===== src/rtl/rcb_frl_msg_tx_framer.sv =====
// Purpose: byte-wide transmit framer for the FRL message lane (training, idle fill, SOF+payload+CRC-8 frames).
// Latency: a message accepted at cycle t shows SOF at t+1, payload byte k at t+2+k, CRC at t+2+MSG_LEN.
// Backpressure: msg_ready is high in IDLE and in the CRC cycle (unless training is pending); one byte leaves every clock.
module rcb_frl_msg_tx_framer #(
    parameter int          MSG_LEN       = 4,
    parameter int          TRAIN_CYCLES  = 64,
    parameter logic [7:0]  TRAIN_PATTERN = 8'h5C,
    parameter logic [7:0]  IDLE_PATTERN  = 8'hC5,
    parameter logic [7:0]  SOF_BYTE      = 8'hF5
) (
    input  logic                   clk,
    input  logic                   rst,
    input  logic [8*MSG_LEN-1:0]   msg_data,
    input  logic                   msg_valid,
    output logic                   msg_ready,
    input  logic                   train_req,
    output logic [7:0]             out_data,
    output logic                   out_oce,
    output logic                   train_done,
    output logic [15:0]            msg_count
);

    localparam int         TOP        = 8*MSG_LEN-1;
    localparam logic [9:0] TRAIN_LAST = 10'(TRAIN_CYCLES);
    localparam logic [4:0] LAST_IDX   = 5'(MSG_LEN-1);

    // The state names the byte currently on out_data; every decision made
    // at a clock edge therefore picks the byte shown in the following cycle.
    typedef enum logic [2:0] {
        ST_TRAIN,
        ST_IDLE,
        ST_SOF,
        ST_PAYLOAD,
        ST_CRC
    } state_t;

    state_t             state, state_nxt;
    logic [9:0]         train_cnt, train_cnt_nxt;
    logic [4:0]         byte_idx, byte_idx_nxt;
    logic [8*MSG_LEN-1:0] shreg, shreg_nxt;
    logic [7:0]         crc, crc_nxt;
    logic               train_pend, train_pend_nxt;
    logic [7:0]         out_data_nxt;
    logic               msg_ready_nxt;
    logic [15:0]        msg_count_nxt;
    logic               handshake;
    logic               start_train;

    // One byte of CRC-8 (poly 0x07), MSB first.
    function automatic logic [7:0] crc8_byte(input logic [7:0] c_in, input logic [7:0] d);
        logic [7:0] c;
        c = c_in ^ d;
        for (int i = 0; i < 8; i++) begin
            c = {c[6:0], 1'b0} ^ (c[7] ? 8'h07 : 8'h00);
        end
        return c;
    endfunction

    assign handshake = msg_valid & msg_ready;

    // Next-state and next-output selection for the byte shown next cycle.
    always_comb begin
        state_nxt      = state;
        train_cnt_nxt  = train_cnt;
        byte_idx_nxt   = byte_idx;
        shreg_nxt      = shreg;
        crc_nxt        = crc;
        train_pend_nxt = train_pend;
        out_data_nxt   = IDLE_PATTERN;
        msg_ready_nxt  = 1'b0;
        msg_count_nxt  = msg_count;
        start_train    = 1'b0;

        case (state)
            ST_TRAIN: begin
                // Counter holds the number of training bytes already shown.
                if (train_cnt == TRAIN_LAST) begin
                    state_nxt     = ST_IDLE;
                    train_cnt_nxt = 10'd0;
                    out_data_nxt  = IDLE_PATTERN;
                    msg_ready_nxt = 1'b1;
                end else begin
                    train_cnt_nxt = train_cnt + 10'd1;
                    out_data_nxt  = TRAIN_PATTERN;
                end
            end

            ST_IDLE, ST_CRC: begin
                // A training request outranks a message offered in the same cycle.
                start_train = train_pend | train_req;
                if (start_train) begin
                    state_nxt      = ST_TRAIN;
                    train_cnt_nxt  = 10'd1;
                    train_pend_nxt = 1'b0;
                    out_data_nxt   = TRAIN_PATTERN;
                end else if (handshake) begin
                    state_nxt    = ST_SOF;
                    shreg_nxt    = msg_data;
                    crc_nxt      = 8'h00;
                    out_data_nxt = SOF_BYTE;
                end else begin
                    state_nxt     = ST_IDLE;
                    out_data_nxt  = IDLE_PATTERN;
                    msg_ready_nxt = 1'b1;
                end
            end

            ST_SOF, ST_PAYLOAD: begin
                train_pend_nxt = train_pend | train_req;
                if (state == ST_PAYLOAD && byte_idx == LAST_IDX) begin
                    // crc already folds in every payload byte shown so far.
                    state_nxt     = ST_CRC;
                    out_data_nxt  = crc;
                    msg_ready_nxt = ~(train_pend | train_req);
                    msg_count_nxt = msg_count + 16'd1;
                end else begin
                    state_nxt    = ST_PAYLOAD;
                    out_data_nxt = shreg[TOP -: 8];
                    crc_nxt      = crc8_byte(crc, shreg[TOP -: 8]);
                    shreg_nxt    = shreg << 8;
                    byte_idx_nxt = (state == ST_SOF) ? 5'd0 : byte_idx + 5'd1;
                end
            end

            default: begin
                state_nxt     = ST_TRAIN;
                train_cnt_nxt = 10'd0;
            end
        endcase
    end

    // State and registered outputs; reset parks the lane at the start of a training burst.
    always_ff @(posedge clk or posedge rst) begin
        if (rst) begin
            state      <= ST_TRAIN;
            train_cnt  <= 10'd0;
            byte_idx   <= 5'd0;
            shreg      <= '0;
            crc        <= 8'h00;
            train_pend <= 1'b0;
            out_data   <= 8'h00;
            out_oce    <= 1'b0;
            msg_ready  <= 1'b0;
            train_done <= 1'b0;
            msg_count  <= 16'd0;
        end else begin
            state      <= state_nxt;
            train_cnt  <= train_cnt_nxt;
            byte_idx   <= byte_idx_nxt;
            shreg      <= shreg_nxt;
            crc        <= crc_nxt;
            train_pend <= train_pend_nxt;
            out_data   <= out_data_nxt;
            out_oce    <= 1'b1;
            msg_ready  <= msg_ready_nxt;
            train_done <= (state_nxt != ST_TRAIN);
            msg_count  <= msg_count_nxt;
        end
    end

endmodule


===== config.mk =====
export PLATFORM = sky130hd
export DESIGN_NAME = rcb_frl_msg_tx_framer
export DESIGN_NICKNAME = d
export VERILOG_FILES = /design/src/rtl/rcb_frl_msg_tx_framer.sv
export SDC_FILE = /design/constraint.sdc
export NUM_CORES = 1
export LEC_CHECK = 0
export CAP_MARGIN = 20
export CORE_ASPECT_RATIO = 1.25
export CORE_MARGIN = 2
export CORE_UTILIZATION = 56
export CTS_BUF_LIST = sky130_fd_sc_hd__clkbuf_4 sky130_fd_sc_hd__clkbuf_8
export DETAILED_ROUTE_END_ITERATION = 10
export GPL_ROUTABILITY_DRIVEN = 0
export PLACE_DENSITY_LB_ADDON = 0.08
export REMOVE_ABC_BUFFERS = 1
export SLEW_MARGIN = 20
export SYNTH_ARGS = -nofsm -noshare
export SYNTH_HDL_FRONTEND = slang
export SYNTH_SLANG_ARGS = --single-unit

===== constraint.sdc =====
create_clock -name clk -period 3.8 [get_ports clk]
set_input_delay 0.95 -clock clk [delete_from_list [all_inputs] [get_ports clk]]
set_output_delay 0.95 -clock clk [all_outputs]
set_load 0.02 [all_outputs]

# ---- Word-level counts from Yosys, hierarchy flattened
# Index checks and enable logic that the tools add are counted.
dict set report totals {
  out_inout_bits 27
  regBits 86
  input_bits 36
}
dict set report classes {
  add_sub_neg 3
  bitwise 14
  muxes 37
  n_eq_ne 10
  reduce_logical 11
}
# op n
set op_table {}
lappend op_table {{32-bit two-way mux} 3}
lappend op_table {{32-bit one-hot mux with 2 select lines} 1}
lappend op_table {{8-bit by 3-bit XOR with 8-bit output} 8}
lappend op_table {{8-bit two-way mux} 6}
lappend op_table {{3-bit two-way mux} 10}
lappend op_table {{10-bit one-hot mux with 3 select lines} 1}
lappend op_table {{8-bit one-hot mux with 3 select lines} 1}
lappend op_table {{10-bit two-way mux} 2}
lappend op_table {{16-bit by 1-bit adder with 16-bit output, second input constant} 1}
lappend op_table {{8-bit one-hot mux with 2 select lines} 1}
lappend op_table {{10-bit by 1-bit adder with 10-bit output, second input constant} 1}
lappend op_table {{10-bit by 7-bit equality test with 1-bit output, second input constant} 1}
lappend op_table {{3-bit one-hot mux with 3 select lines} 1}
lappend op_table {{2-bit != test, second input constant} 4}
lappend op_table {{2-bit AND reduction} 4}
lappend op_table {{8-bit XOR} 1}
lappend op_table {{3-bit by 2-bit equality test with 1-bit output, second input constant} 2}
lappend op_table {{6-bit two-way mux} 1}
lappend op_table {{5-bit by 1-bit adder with 5-bit output, second input constant} 1}
lappend op_table {{5-bit by 2-bit equality test with 1-bit output, second input constant} 1}
lappend op_table {{1-bit two-way mux} 5}
lappend op_table {{5-bit two-way mux} 1}
lappend op_table {{2-bit two-way mux} 2}
lappend op_table {{4-bit AND reduction} 1}
lappend op_table {{12 further kinds} 15}

# ---- Logic depth before layout (Yosys ltp)
dict set report depth {
  depth_word 19
  mapped_depth 8
  mapped_depth_nobuf 7
}

# ---- Worst setup path before layout
# OpenSTA, ideal clock, no wires.
dict set report synth_timing {
  kind {input to register}
  from {input port train_req}
  to {register crc[6]}
  path_stages 7
  path_buffers 1
  setup_ns 0.119
  arrival_ns 2.293
  path_slack_ns 1.388
  required_ns 3.681
  path_cell_list {or2_2 > nor4_4 > nor2_2 > inv_2 > buf_2 > o211ai_1 > nor2b_1}
}
dict set report synth_via {
  elab_chain_cells 3
}
# element line_no
set synth_rtl {}
lappend synth_rtl {{start: declaration} 16} ;# input logic train_req,
lappend synth_rtl {{1-bit bitwise OR} 90} ;# start_train = train_pend | train_req;
lappend synth_rtl {{2-bit != test (no source line)} -}
lappend synth_rtl {{4-bit AND reduction (no source line)} -}
lappend synth_rtl {{end signal: assignment} 151} ;# crc <= crc_nxt;
lappend synth_rtl {{end: declaration} 41} ;# logic [7:0] crc, crc_nxt;
# No other way between the ends.
# A chain may end at the register's enable or synchronous reset.

# ---- Worst setup path after layout
dict set report layout_timing {
  from {input port train_req}
  to {register shreg[17]}
}
dict set report layout_via {
  elab_chain_cells 3
}
# element line_no
set layout_rtl {}
lappend layout_rtl {{1-bit bitwise OR} 90}
lappend layout_rtl {{2-bit != test (no source line)} -}
lappend layout_rtl {{4-bit AND reduction (no source line)} -}
lappend layout_rtl {{end signal: assignment} 150} ;# shreg <= shreg_nxt;
lappend layout_rtl {{end: declaration} 40} ;# logic [8*MSG_LEN-1:0] shreg, shreg_nxt;
# No other way between the ends.

==> summary.txt <==
run status: finished clean
sequential element share of the synthesized area: 0.5182
Vias/cell: 5.516
#FFs+latches synth: 86
antenna viol nets, final: 0
xor and xnor area share after synthesis: 0.09822
I/O pin cnt: 63
Core Region: 7269 um2
Largest stage delay, worst path: 0.64 ns
Most used DFF post-synth: dfrtp_1
Post-Synthesis Cells: 428
post-CTS sizing: 0
EDFF count, synth: 0
Cell Chain, Critical Path: clkdlybuf4s50_1, or2_2, nor4_4, nor2_2, inv_2, buf_4, nor2_1, a31oi_1
Detailed Route Iter0 Violations: 227
drt drc: 0
first-pass GRT wire length: 14,100 um
Synth Area in Compound Gates: 0.1214
largest family of logic cells by synthesized area: simple AND/OR/NAND/NOR gates
post-CTS setup buffer count: 0
CTS Buf Count: 9
Final Hold Fails: 0
post-synthesis mux area share: 0.01235
die width: 81.02 um
ANT cells: 0
worst slew pin tran: 0.8111 ns
yosys warns: 0
TNS Setup: 0 ns
CTS tree: done
total die area: 8125 um2
fill cell count: 595
Req. time, crit path: 4.01 ns
CP arrival: 3.14 ns
RSZ-0062 raised after global routing: false
Post-Synth Adder-Cell Area: 0.01205
Hold/Removal Path Class: reg2reg
Post-Synth Simple-Gate Area: 0.2022
Crit. End Element: register
Skew-Pair Late Insertion Delay: 0.35 ns
critical path's slowest cell: nor2_2
worst-case clock buffer depth: 2
first drt pass iteration count: 4
Area growth syn-to-layout: 21.03%
vias post-DR: 3,227
CP Max Fanout: 29
final setup violation count: 0
Post-CTS Hold Fix Bufs: 0
dpl hpwl: 5743 um
htree depth: 3
post-synthesis async set-or-reset flop share: 1.000
Leak: 2.308 nW
syn_area_per_cell: 9.703 um2
largest net degree at the start of global routing: 47
final period utilization: 0.7691
Fmax: 342.2 MHz
initial core utilization: 0.5713
Syn Std Cell Area: 4153 um2
Die Y: 100.3 um
I/O Buffers: 62
most frequent cells in the layout: dfrtp_1 (86), nand2_1 (79), clkdlybuf4s50_1 (62), nor2_1 (44), xnor2_1 (31)
slew margin rel.: 0.4587
max cap viols: 0
layout cell share with drive strength beyond 1: 0.07099
commonest non-fill, non-tap cell in the layout: dfrtp_1
grt ovf: 0
Pwr Density: 310.6 nW/um2
root buffer selected by CTS: clkbuf_8
Yosys cell types: 49
cell row count: 35
vias in the first global route: 3,056
Setup crit start kind: input port
Final nets: 528
fin cells: 585
maximum vdd drop: 0.2720 mV
initial antenna violation count: 0
Worst Skew: 0.01500 ns
Final Critical Period: 2.923 ns
drt total wl: 8328 um
Setup Crit Path Kind: in2reg
Placed Instances: 569
clock sinks: 86
Worst-path clk slew: 0.09 ns
Slew Limit Fails: 0
Routed WL per cell: 14.24 um
gr usage total: 0.2227
==> layout make-up <==
cell class | count | area, um2 | area share
Inverter | 10 | 38.79 | 0.007717
Sequential cell | 86 | 2152 | 0.4282
Clock buffer | 12 | 152.6 | 0.03037
Timing Repair Buffer | 69 | 685.7 | 0.1364
Multi-Input combinational cell | 312 | 1859 | 0.3699
Clock inverter | 4 | 22.52 | 0.004481
Tap cell | 92 | 115.1 | 0.02290
==> logic make-up (layout without fill, tap and decap cells) <==
group           count (synthesis)  in the layout
other cells                     1              1
buf+inv                        30             95
mux                             5              5
simple gates                  178            178
xor+xnor                       45             45
fa+ha+maj                       4              4
flops                          86             86
compound gates                 79             79
==> synthesized netlist by cell type (2+ instances only) <==
library cell	n	area [um2]
buf_2	6	30.03
o22ai_1	3	18.77
nand2_1	79	296.5
clkbuf_8	2	27.53
clkbuf_1	10	37.54
a31oi_1	25	156.4
a22o_1	11	96.34
nand4_1	7	43.79
ha_1	4	50.05
and3_1	3	18.77
dfrtp_1	86	2152
inv_1	9	33.78
nor3_1	9	45.04
mux2i_1	4	40.04
or3_1	2	12.51
o21bai_1	2	15.01
xnor2_1	31	271.5
nor4_1	3	18.77
nor2b_1	6	37.54
xor2_1	13	113.9
o211ai_1	2	15.01
o31ai_1	2	15.01
nor2_1	44	165.2
nand3_1	13	65.06
a21oi_1	15	75.07
o21ai_0	14	70.07
==> stage by stage <==
step / total power [mW] / hold slack [ns] / instance area [um2] / setup WS (ns) / util
6_report: 1.561 / 0.4659 / 5026 / 0.8774 / 0.6914
5_1_grt: 1.620 / 0.4861 / 5026 / 0.7018 / 0.6914
2_1_floorplan: 0.9548 / 0.4657 / 4046 / 0.6282 / -
3_5_place_dp: 1.002 / 0.4595 / 4851 / 0.4991 / 0.6673
4_1_cts: 1.576 / 0.4749 / 5026 / 0.8655 / 0.6914
3_3_place_gp: 1.001 / 0.4562 / 4851 / 0.5386 / 0.6673
==> critical path, delay by kind of cell <==
kind | cells | cell delay, ns
and+or+nand+nor | 4 | 0.97
AOI/OAI and AO/OA | 1 | 0.05
buffers and inverters | 3 | 1.17
==> final timing paths <==
path | from | endpoint | depth (start not counted) | slack (ns)
worst max-delay path | train_req | shreg[17] | 8 | 0.88
worst max register to register | state[0] | shreg[17] | 7 | 1.08
min in group asynchronous | rst | msg_count[15] | 2 | 1.02
max in group asynchronous | rst | shreg[14] | 3 | 2.10
worst min register to register | msg_count[15] | msg_count[15] | 1 | 0.47
worst min-delay path | msg_count[15] | msg_count[15] | 1 | 0.47
==> power breakdown <==
group / internal (mW) / switching [mW]
Clock: 0.267 / 0.312
Combinational: 0.0373 / 0.0297
Sequential: 0.915 / 0.000164
==> layer usage <==
| layer | wire length, um | vias to the layer above | global-route usage |
|---|---|---|---|
| met3 | 308 | 17 | 0.04496 |
| met1 | 3774 | 1545 | 0.3018 |
| li1 | - | 1588 | - |
| met4 | 149 | 0 | 0.07953 |
| met2 | 4095 | 77 | 0.3560 |
| met5 | 0 | - | 0 |
==> state kept, by name (all words and copies together), names as in the netlist, 3 cells and up <==
name       flops
byte_idx       5
crc            8
msg_count     16
out_data       8
shreg         32
state          3
train_cnt     10
(Power assumes the default switching activity.)
